### src/rtl/pc_rx_word_receiver.sv
// rtl/pc_rx_word_receiver.sv - UART 8N1 receiver assembling big-endian 32-bit words into a FWFT FIFO
module pc_rx_word_receiver #(
  parameter int CLKS_PER_BIT = 435,
  parameter int FIFO_DEPTH   = 4,
  parameter int TIMEOUT_BITS = 40
) (
  input  logic        i_clock,
  input  logic        i_reset,
  input  logic        i_UART_RX,
  output logic [31:0] o_word_data,
  output logic        o_word_valid,
  input  logic        i_word_ready,
  output logic        o_fifo_full,
  output logic        o_overflow,
  output logic        o_framing_error,
  output logic        o_rx_active
);

  localparam int TO_CLKS = TIMEOUT_BITS * CLKS_PER_BIT;
  localparam int CNT_W   = $clog2(TO_CLKS + 1);
  localparam int PTR_W   = (FIFO_DEPTH > 1) ? $clog2(FIFO_DEPTH) : 1;

  localparam logic [CNT_W-1:0] CNT_ONE  = CNT_W'(1);
  localparam logic [CNT_W-1:0] HALF_BIT = CNT_W'(CLKS_PER_BIT / 2);
  localparam logic [CNT_W-1:0] LAST_BIT = CNT_W'(CLKS_PER_BIT - 1);
  localparam logic [CNT_W-1:0] TO_LAST  = CNT_W'(TO_CLKS - 1);
  localparam logic [PTR_W-1:0] PTR_ONE  = PTR_W'(1);
  localparam logic [PTR_W:0]   OCC_ONE  = (PTR_W + 1)'(1);
  localparam logic [PTR_W:0]   OCC_FULL = (PTR_W + 1)'(FIFO_DEPTH);

  typedef enum logic [2:0] {
    S_IDLE,
    S_START,
    S_DATA,
    S_STOP,
    S_WAIT_HIGH
  } state_t;

  logic             r_rx_meta;
  logic             r_rx_sync;
  state_t           r_state;
  logic [CNT_W-1:0] r_bit_cnt;
  logic [CNT_W-1:0] r_to_cnt;
  logic [2:0]       r_bit_idx;
  logic [7:0]       r_shift;
  logic [1:0]       r_byte_idx;
  logic [23:0]      r_word;
  logic             r_push;
  logic [31:0]      r_push_word;
  logic             r_framing_error;
  logic             r_rx_active;

  logic [31:0]      r_mem [FIFO_DEPTH];
  logic [PTR_W-1:0] r_wr_ptr;
  logic [PTR_W-1:0] r_rd_ptr;
  logic [PTR_W:0]   r_count;
  logic             r_overflow;

  logic             w_full;
  logic             w_pop;
  logic             w_push_ok;

  always_ff @(posedge i_clock or posedge i_reset) begin
    if (i_reset) begin
      r_rx_meta <= 1'b1;
      r_rx_sync <= 1'b1;
    end else begin
      r_rx_meta <= i_UART_RX;
      r_rx_sync <= r_rx_meta;
    end
  end

  always_ff @(posedge i_clock or posedge i_reset) begin
    if (i_reset) begin
      r_state         <= S_IDLE;
      r_bit_cnt       <= '0;
      r_to_cnt        <= '0;
      r_bit_idx       <= '0;
      r_shift         <= '0;
      r_byte_idx      <= '0;
      r_word          <= '0;
      r_push          <= 1'b0;
      r_push_word     <= '0;
      r_framing_error <= 1'b0;
      r_rx_active     <= 1'b0;
    end else begin
      r_push          <= 1'b0;
      r_framing_error <= 1'b0;
      case (r_state)
        S_IDLE: begin
          if (!r_rx_sync) begin
            r_state     <= S_START;
            r_bit_cnt   <= '0;
            r_rx_active <= 1'b1;
          end else if (r_byte_idx != 2'd0) begin
            // Partial word abandoned when the next start bit is too late.
            if (r_to_cnt == TO_LAST) begin
              r_framing_error <= 1'b1;
              r_byte_idx      <= '0;
              r_to_cnt        <= '0;
            end else begin
              r_to_cnt <= r_to_cnt + CNT_ONE;
            end
          end
        end
        S_START: begin
          if (r_bit_cnt == HALF_BIT) begin
            r_bit_cnt <= '0;
            r_bit_idx <= '0;
            if (r_rx_sync) begin
              r_state     <= S_IDLE;
              r_rx_active <= 1'b0;
            end else begin
              r_state <= S_DATA;
            end
          end else begin
            r_bit_cnt <= r_bit_cnt + CNT_ONE;
          end
        end
        S_DATA: begin
          if (r_bit_cnt == LAST_BIT) begin
            r_bit_cnt <= '0;
            r_shift   <= {r_rx_sync, r_shift[7:1]};
            if (r_bit_idx == 3'd7) begin
              r_state <= S_STOP;
            end else begin
              r_bit_idx <= r_bit_idx + 3'd1;
            end
          end else begin
            r_bit_cnt <= r_bit_cnt + CNT_ONE;
          end
        end
        S_STOP: begin
          if (r_bit_cnt == LAST_BIT) begin
            r_bit_cnt   <= '0;
            r_to_cnt    <= '0;
            r_rx_active <= 1'b0;
            if (r_rx_sync) begin
              r_state <= S_IDLE;
              if (r_byte_idx == 2'd3) begin
                r_push      <= 1'b1;
                r_push_word <= {r_word, r_shift};
                r_byte_idx  <= '0;
              end else begin
                r_word     <= {r_word[15:0], r_shift};
                r_byte_idx <= r_byte_idx + 2'd1;
              end
            end else begin
              r_state         <= S_WAIT_HIGH;
              r_framing_error <= 1'b1;
              r_byte_idx      <= '0;
            end
          end else begin
            r_bit_cnt <= r_bit_cnt + CNT_ONE;
          end
        end
        S_WAIT_HIGH: begin
          if (r_rx_sync) begin
            r_state <= S_IDLE;
          end
        end
        default: begin
          r_state     <= S_IDLE;
          r_rx_active <= 1'b0;
        end
      endcase
    end
  end

  assign w_full    = (r_count == OCC_FULL);
  assign w_pop     = (r_count != '0) && i_word_ready;
  assign w_push_ok = r_push && (!w_full || w_pop);

  always_ff @(posedge i_clock) begin
    if (w_push_ok) begin
      r_mem[r_wr_ptr] <= r_push_word;
    end
  end

  always_ff @(posedge i_clock or posedge i_reset) begin
    if (i_reset) begin
      r_wr_ptr   <= '0;
      r_rd_ptr   <= '0;
      r_count    <= '0;
      r_overflow <= 1'b0;
    end else begin
      r_overflow <= r_push && w_full && !w_pop;
      if (w_push_ok) begin
        r_wr_ptr <= r_wr_ptr + PTR_ONE;
      end
      if (w_pop) begin
        r_rd_ptr <= r_rd_ptr + PTR_ONE;
      end
      case ({w_push_ok, w_pop})
        2'b10:   r_count <= r_count + OCC_ONE;
        2'b01:   r_count <= r_count - OCC_ONE;
        default: r_count <= r_count;
      endcase
    end
  end

  assign o_word_valid    = (r_count != '0);
  assign o_word_data     = o_word_valid ? r_mem[r_rd_ptr] : 32'd0;
  assign o_fifo_full     = w_full;
  assign o_overflow      = r_overflow;
  assign o_framing_error = r_framing_error;
  assign o_rx_active     = r_rx_active;

endmodule

### config.mk
export PLATFORM = sky130hd
export DESIGN_NAME = pc_rx_word_receiver
export DESIGN_NICKNAME = d
export VERILOG_FILES = /design/src/rtl/pc_rx_word_receiver.sv
export SDC_FILE = /design/constraint.sdc
export NUM_CORES = 1
export LEC_CHECK = 0
export ABC_AREA = 1
export CAP_MARGIN = 20
export CORE_ASPECT_RATIO = 0.5
export CORE_MARGIN = 2
export CORE_UTILIZATION = 23
export DETAILED_ROUTE_END_ITERATION = 6
export MAX_ROUTING_LAYER = met4
export PLACE_DENSITY = 0.39
export SYNTH_ARGS = -nofsm -noshare
export SYNTH_HDL_FRONTEND = slang
export SYNTH_SLANG_ARGS = --single-unit
### constraint.sdc
create_clock -name i_clock -period 9.8 [get_ports i_clock]
set_input_delay 1.96 -clock i_clock [delete_from_list [all_inputs] [get_ports i_clock]]
set_output_delay 1.96 -clock i_clock [all_outputs]
set_load 0.03 [all_outputs]
After elaboration in Yosys (flattened, before gate mapping)
Memories as Yosys holds them, arrays and structs flattened.
Cells that the tools add are included.
Widths: inputs -> output; s select.
{"block": "word_totals", "word_cells": 124, "out_inout_bits": 37, "regBits": 115, "in_bits": 4, "ramBits": 128, "memories": 1}
{"block": "op_classes", "n_reduce_logical": 25, "eq_ne": 23, "n_addsub": 8, "muxes": 48, "n_bitwise": 2}
{"memory": "r_mem", "depth": 4, "word_bits": 32, "rd": 1, "rd_clocked_by_memory_dff": 0, "write_ports": 1, "line_no": "53", "rtl": "logic [31:0] r_mem [FIFO_DEPTH];"}
{"operator": "$mux 15", "n": 7}
{"operator": "$pmux 15 s3", "n": 1}
{"operator": "$mux 32", "n": 1}
{"operator": "$add 15x1->15 const B", "n": 2}
{"operator": "$mux 3", "n": 10}
{"operator": "$pmux 15 s2", "n": 1}
{"operator": "$ne 2x2->1 const B", "n": 11}
{"operator": "$reduce_and 4->1", "n": 4}
{"operator": "$eq 15x15->1 const B", "n": 1}
{"operator": "$eq 15x8->1 const B", "n": 1}
{"operator": "$eq 15x9->1 const B", "n": 1}
{"operator": "$mux 1", "n": 15}
{"operator": "$pmux 3 s5", "n": 1}
{"operator": "$mux 2", "n": 7}
{"operator": "$pmux 3 s2", "n": 2}
{"operator": "$reduce_and 5->1", "n": 2}
{"operator": "$eq 3x3->1 const B", "n": 3}
{"operator": "$reduce_bool 2->1", "n": 4}
{"operator": "$add 2x1->2 const B", "n": 3}
{"operator": "$add 3x1->3 const B", "n": 2}
{"operator": "$eq 3x2->1 const B", "n": 2}
{"operator": "$reduce_and 6->1", "n": 1}
{"operator": "$reduce_bool 3->1", "n": 2}
{"operator": "$eq 2x2->1 const B", "n": 2}
{"operator": "13 further kinds", "n": 20}

Logic depth before layout (Yosys ltp)
Gate-level depths: netlist of run 1.
{"block": "depth", "depth_word": 6, "ltp_mapped": 13}

Worst setup path before layout of run 1
Ideal clock, no wire load.
{"block": "synth_timing", "path_kind": "in2reg", "start": "input i_word_ready", "end": "memory r_mem[0][0], enable pin", "setup_time_ns": 0.421, "path_buffers": 0, "arrival_ns": 3.606, "stages": 4, "slack_ns": 5.773, "required_ns": 9.379, "path_cell_list": "inv_1 > nand2_1 > nand2_1 > nor2_1"}
{"block": "synth_via", "elab_chain_cells": 5}
{"item": "start: declaration", "line_no": "12", "rtl": "input logic i_word_ready,"}
{"item": "$logic_and 1x1->1", "line_no": "171", "rtl": "assign w_pop = (r_count != '0) && i_word_ready;"}
{"item": "$logic_or 1x1->1", "line_no": "172", "rtl": "assign w_push_ok = r_push && (!w_full || w_pop);"}
{"item": "$logic_and 1x1->1", "line_no": "172"}
{"item": "$mux 1", "line_no": "175", "rtl": "if (w_push_ok) begin"}
{"item": "$mux 1 (not written as such)", "line_no": "176", "rtl": "r_mem[r_wr_ptr] <= r_push_word;"}
{"item": "end: declaration", "line_no": "53"}
No other way between the ends.

Final worst setup path of run 1
{"block": "layout_timing", "start": "register r_rd_ptr[0]", "end": "output o_word_data[10]"}
{"block": "layout_via", "elab_chain_cells": 2}
{"item": "start: declaration", "line_no": "55", "rtl": "logic [PTR_W-1:0] r_rd_ptr;"}
{"item": "start signal: assignment", "line_no": "192", "rtl": "r_rd_ptr <= r_rd_ptr + PTR_ONE;"}
{"item": "$mem_v2 4x32"}
{"item": "$mux 32", "line_no": "203", "rtl": "assign o_word_data = o_word_valid ? r_mem[r_rd_ptr] : 32'd0;"}
{"item": "end: declaration", "line_no": "10", "rtl": "output logic [31:0] o_word_data,"}
No other way between the ends.

==> out/summary.txt, run 1 <==
Yosys Warn Count: 0
Largest net degree at the start of global routing: 73
CP max FO: 67
Number of DRC markers in iteration 0: 393
Setup TNS: 0 ps
H-tree depth: 1
Worst Path Required: 7840 ps
Placed cells: 1750
DR vias: 7719
Fmax: 177.3 MHz
Final GP Congestion: 0.8387
Topmost layer with routed signal wires: met4
Met1 wire length: 12.64 mm
Post-synthesis register bit count: 243
Die span in x: 309.7 µm
Util after Layout: 0.2789
First-pass GRT wire length: 41.82 mm
Worst-case vdd ir drop: 0.00009905 V
Startpoint types: flop
Sequential share of the synthesized area: 0.6258
Most frequent cells in the layout: nand2_1, nor2_1, edfxtp_1
Drt wl/cell: 14.17 µm
Initial antenna violation count: 0
WL met2: 11.55 mm
Die area: 48560 µm²
Least-Margin Pin Slew: 953.8 ps
DP Wirelength: 16.25 mm
CTS tree: built
Vias in the first global route: 7812
Number of fill cells in the layout: 4770
Worst slack, placed: 4638 ps
Max Root-Sink Buffers: 3
CTS Sinks: 243
Slowest stage delay, CP: 810 ps
# setup viols final: 0
Most common cell after layout, fill and taps aside: nand2_1
Clk_skew: 13.00 ps
CTS Root Cell: clkbuf_16
Arr. time, crit path: 3680 ps
Hold crit path type: flop to flop
Final-report max-slew violation count: 0
Leak: 5.544 nW
Vias per cell: 4.291
Global router's overall resource usage: 0.1101
Final critical path time including I/O delays and setup: 5640 ps
# DRC: 0
Syn-to-layout area delta: 18.45%
DR pass1 iterations: 4
Synthesized instance count: 1120
Final worst slack: 4160 ps
Worst path cell trace: buf_4 > clkinv_1 > buf_4 > o21ai_0 > a21oi_1 > clkdlybuf4s50_1
Synth cell types: 33
Final hold violation count: 0
CP Capture Type: output port
Min Hold Slack: 366.4 ps
Congestion Overflow GR: 0
Status: finished clean
Met3 wire length: 854 µm
Antenna-violating nets left: 0
Crit share post-route: 0.5755
Non-filler instance count after layout: 1799
Post-CTS Hold Fix Bufs: 0
Unrepaired setup endpoints after global routing: no
Maxcap violations: 0
Crit path top cell by count: buf_4
Total power draw: 2.908 mW
Post-CTS resize count: 0
Crit Path Category: flop to output port
Die H: 156.8 µm
Mapped cell area: 10740 µm²
Core area: 45630 µm²
Mapped Nets: 1138
DRT Wirelength: 25.49 mm
Antenna fix cells: 0
I/O pin count: 41
Std cell rows: 55
Final instance area: 12730 µm²
Clock-pin slew on the worst setup and hold paths: 60 ps
Proportion of layout cells with a drive suffix above 1: 0.06485
CTS Buf Count: 26
Placed inst area: 11830 µm²
Slowest CP cell: clkinv_1
Postcts setup bufs: 0
I/O Buffers: 40
R2R Setup Slk: 7010 ps
Clk_lat worst skew: 550 ps
Starting Density: 0.2355
Avg Inst Size Synth: 9.593 µm²
Final-stage net count: 1170
Slew headroom: 0.3641
Pwr dens: 228.5 nW/µm²
## critical path, delay by kind of cell (launching register included)
family | cells | cell delay [ps]
buffers and inverters | 4 | 2450
flip-flops | 1 | 340
AO/OA/AOI/OAI | 2 | 310
## metal layers
metal  vias up  GRT usage
li1       3836          -
met2        82     0.1739
met3        33    0.02180
met1      3768     0.1466
met5         -          -
met4         0    0.02312
## logic make-up after synthesis
family	synth area share
AO/OA/AOI/OAI	0.06428
flip-flops	0.6258
buffers and inverters	0.04577
XOR/XNOR	0.01141
AND/OR/NAND/NOR	0.2357
adder cells (fa/ha/maj)	0.01700
## cells in the mapped netlist, drive strengths merged
master | number | area [µm²]
nand2 | 259 | 987.2
nor2 | 189 | 733.2
edfxtp | 128 | 3844
dfrtp | 113 | 2828
o21ai | 90 | 450.4
nand3 | 78 | 390.4
inv | 65 | 244.0
nand4 | 51 | 319.1
a21oi | 36 | 180.2
clkbuf | 31 | 116.4
buf | 20 | 112.6
ha | 13 | 162.7
nor3 | 13 | 76.33
xor2 | 13 | 113.9
clkinv | 5 | 18.77
o211ai | 4 | 30.03
dfstp | 2 | 52.55
o31ai | 2 | 15.01
or2 | 2 | 12.51
a21o | 1 | 7.510
and3 | 1 | 6.260
fa | 1 | 20.02
nand3b | 1 | 7.510
o21bai | 1 | 7.510
xnor2 | 1 | 8.760
## sequential cells by signal, summed over array words and instances (netlist names)
register and flops:
r_mem 128, r_push_word 32, r_word 24, r_bit_cnt 15
r_to_cnt 15, r_shift 8, r_bit_idx 3, r_count 3
r_state 3, r_byte_idx 2, r_rd_ptr 2, r_wr_ptr 2
o_framing_error 1, o_overflow 1, o_rx_active 1, r_push 1
r_rx_meta 1, r_rx_sync 1
## layout make-up
| cell class | count | area [µm²] | area share |
|---|---|---|---|
| clock inverters | 8 | 77.57 | 0.006096 |
| flip-flops and latches | 243 | 6725 | 0.5285 |
| multi-input cells | 756 | 3546 | 0.2786 |
| clock buffers | 40 | 794.5 | 0.06243 |
| well taps | 627 | 784.5 | 0.06165 |
| repair buffers | 55 | 533.0 | 0.04188 |
| inverters | 70 | 265.3 | 0.02084 |
## power breakdown
part	internal, mW	switching (mW)	total (mW)
Combinational	0.294	0.527	0.821
Sequential	1.08	0.0115	1.09
Clock	0.584	0.411	0.995
Total	1.96	0.949	2.91
## worst paths after layout
check                                   to  depth (start not counted)    startpoint
max                        o_word_data[10]                          6   r_rd_ptr[0]
min                              r_rx_sync                          0     r_rx_meta
max reg2reg                   r_bit_cnt[3]                         11  r_bit_cnt[0]
min reg2reg                      r_rx_sync                          0     r_rx_meta
max in group asynchronous      r_rd_ptr[0]                          3       i_reset
min in group asynchronous    r_byte_idx[1]                          2       i_reset
Power figures use the tool's default switching activity.
==> inputs of run 2 (changes only) <==
Settings changed: PLACE_DENSITY 0.39 to 0.4.
Clock period 9.8 ns to 4.7 ns, I/O delays scaled along.
==> out/summary.txt, run 2 (same netlist as run 1, synthesis figures left out) <==
Status: finished clean
Least-Margin Pin Slew: 922.3 ps (-31.49 ps)
DR pass1 iterations: 4 (unchanged)
Pint: 4.058 mW (+110%)
Biggest regs: r_mem x128, r_push_word x32, r_word x24
Post-CTS resize count: 0 (unchanged)
P_sw: 1.979 mW (+110%)
Max Root-Sink Buffers: 3 (unchanged)
Post-CTS Hold Fix Bufs: 0 (unchanged)
Antenna fix cells: 0 (unchanged)
CP Capture Type: output port
Worst slack, placed: 1384 ps (-3254 ps)
Most common cell after layout, fill and taps aside: nand2_1
Worst-case vdd ir drop: 0.0002238 V (+130%)
Proportion of layout cells with a drive suffix above 1: 0.06531 (+0.0004632)
DP Wirelength: 16.38 mm (+0.78%)
Top reg by flops: r_mem
Met2 Resource Use GR: 0.1784 (+0.004581)
Setup TNS: 0 ps (unchanged)
Global router's overall resource usage: 0.1118 (+0.001711)
Unrepaired setup endpoints after global routing: no
Slew headroom: 0.3851 (+0.02100)
Antenna-violating nets left: 0 (unchanged)
Hold crit path type: flop to flop
Postcts setup bufs: 0 (unchanged)
Clk_lat worst skew: 540 ps (about the same)
DR vias: 7719 (unchanged)
H-tree depth: 1 (unchanged)
Reg power frac: 0.376 (about the same)
Max reg flops: 128 (unchanged)
Die H: 156.8 µm (unchanged)
I/O Buffers: 40 (unchanged)
Final critical path time including I/O delays and setup: 3784 ps
Total power draw: 6.037 mW (+110%)
Worst Path Required: 3760 ps (-4080 ps)
Crit share post-route: 0.8050
Number of DRC markers in iteration 0: 524 (+33%)
Vias per cell: 4.274 (-0.39%)
Final-stage net count: 1176 (+0.51%)
Die area: 48560 µm² (unchanged)
CTS tree: built
DRT Wirelength: 25.92 mm (+1.7%)
Final-report max-slew violation count: 0 (unchanged)
Fmax: 264.3 MHz
Util after Layout: 0.2790 (about the same)
I/O pin count: 41 (unchanged)
Core area: 45630 µm² (unchanged)
Syn-to-layout area delta: 18.47% (about the same)
Final GP Congestion: 0.8409 (+0.26%)
Congestion Overflow GR: 0 (unchanged)
Min Hold Slack: 357.1 ps (-9.303 ps)
Die span in x: 309.7 µm (unchanged)
CTS Root Cell: clkbuf_16
CTS Sinks: 243 (unchanged)
Initial antenna violation count: 0 (unchanged)
Std cell rows: 55 (unchanged)
Startpoint types: flop
Leak: 5.554 nW (+0.19%)
Sw Share: 0.3278 (+0.001344)
Vias in the first global route: 7796 (-0.20%)
Pwr dens: 474.3 nW/µm² (+110%)
Largest net degree at the start of global routing: 67 (-8.2%)
Crit Path Category: flop to output port
Drt wl/cell: 14.35 µm (+1.3%)
Clock network power share: 0.331 (-0.011)
# setup viols final: 0 (unchanged)
Arr. time, crit path: 2840 ps (-840 ps)
Final worst slack: 916.4 ps (-3243 ps)
Comb pwr share: 0.292 (+0.010)
# DRC: 0 (unchanged)
Clk_skew: 12.25 ps (-0.7472 ps)
Clock-pin slew on the worst setup and hold paths: 60 ps (about the same)
First-pass GRT wire length: 42.40 mm (+1.4%)
Final hold violation count: 0 (unchanged)
Maxcap violations: 0 (unchanged)
CP max FO: 28 (-58%)
CTS Buf Count: 27 (+3.8%)
Most frequent cells in the layout: nand2_1, nor2_1, edfxtp_1
Starting Density: 0.2355 (unchanged)
Met1 GRT Util: 0.1482 (+0.001612)
GRT Max-Usage Layer: met2
GR Layer Usage met3: 0.02086 (-0.0009480)
[run 2: worst max-delay path, cell delays in order (launching register included)]
cell	delay, ps
dfrtp_2	350
clkinv_1	590
buf_4	470
o21ai_0	190
a21oi_1	90
clkdlybuf4s50_1	590
[run 2: power groups by stage]
| stage | registers, mW | logic (mW) | clock network [mW] |
|---|---|---|---|
| 2_1_floorplan | 2.31 | 1.13 | 0 |
| 3_3_place_gp | 2.31 | 1.78 | 0 |
| 5_1_grt | 2.27 | 1.95 | 2.17 |
| 6_report | 2.27 | 1.77 | 2.00 |
| 3_5_place_dp | 2.31 | 1.80 | 0 |
| 4_1_cts | 2.27 | 1.80 | 2.08 |
[run 2: final cells by class]
type	instances	area [µm²]
Clock buffer	41	759.5
Clock inverter	9	72.57
Fill cell	4723	32900
Inverter	70	265.3
Multi-Input combinational cell	756	3546
Sequential cell	243	6725
Tap cell	627	784.5
Timing Repair Buffer	60	575.6
[run 2: path summary, 6_finish.rpt]
kind	startpoint	endpoint	slack, ps	cells after the start
max in group asynchronous	i_reset	r_rd_ptr[0]	2910	3
hold reg to reg	r_rx_meta	r_rx_sync	360	0
min in group asynchronous	i_reset	r_to_cnt[11]	910	2
setup / recovery	r_rd_ptr[0]	o_word_data[10]	920	5
hold / removal	r_rx_meta	r_rx_sync	360	0
setup reg to reg	r_bit_cnt[0]	r_bit_cnt[3]	2020	11
[run 2: layer usage]
layer	up-vias	routed length, µm
met4	0	473
met2	80	11980
li1	3842	-
met5	-	0
met3	34	881
met1	3763	12580
[run 2: per-stage QoR]
| step | area (µm²) | instances |
|---|---|---|
| floorplan | 10740 | 1120 |
| global placement | 11900 | 1756 |
| detailed placement | 11900 | 1756 |
| CTS | 12730 | 1806 |
| global route | 12730 | 1806 |
| finish | 12730 | 1806 |
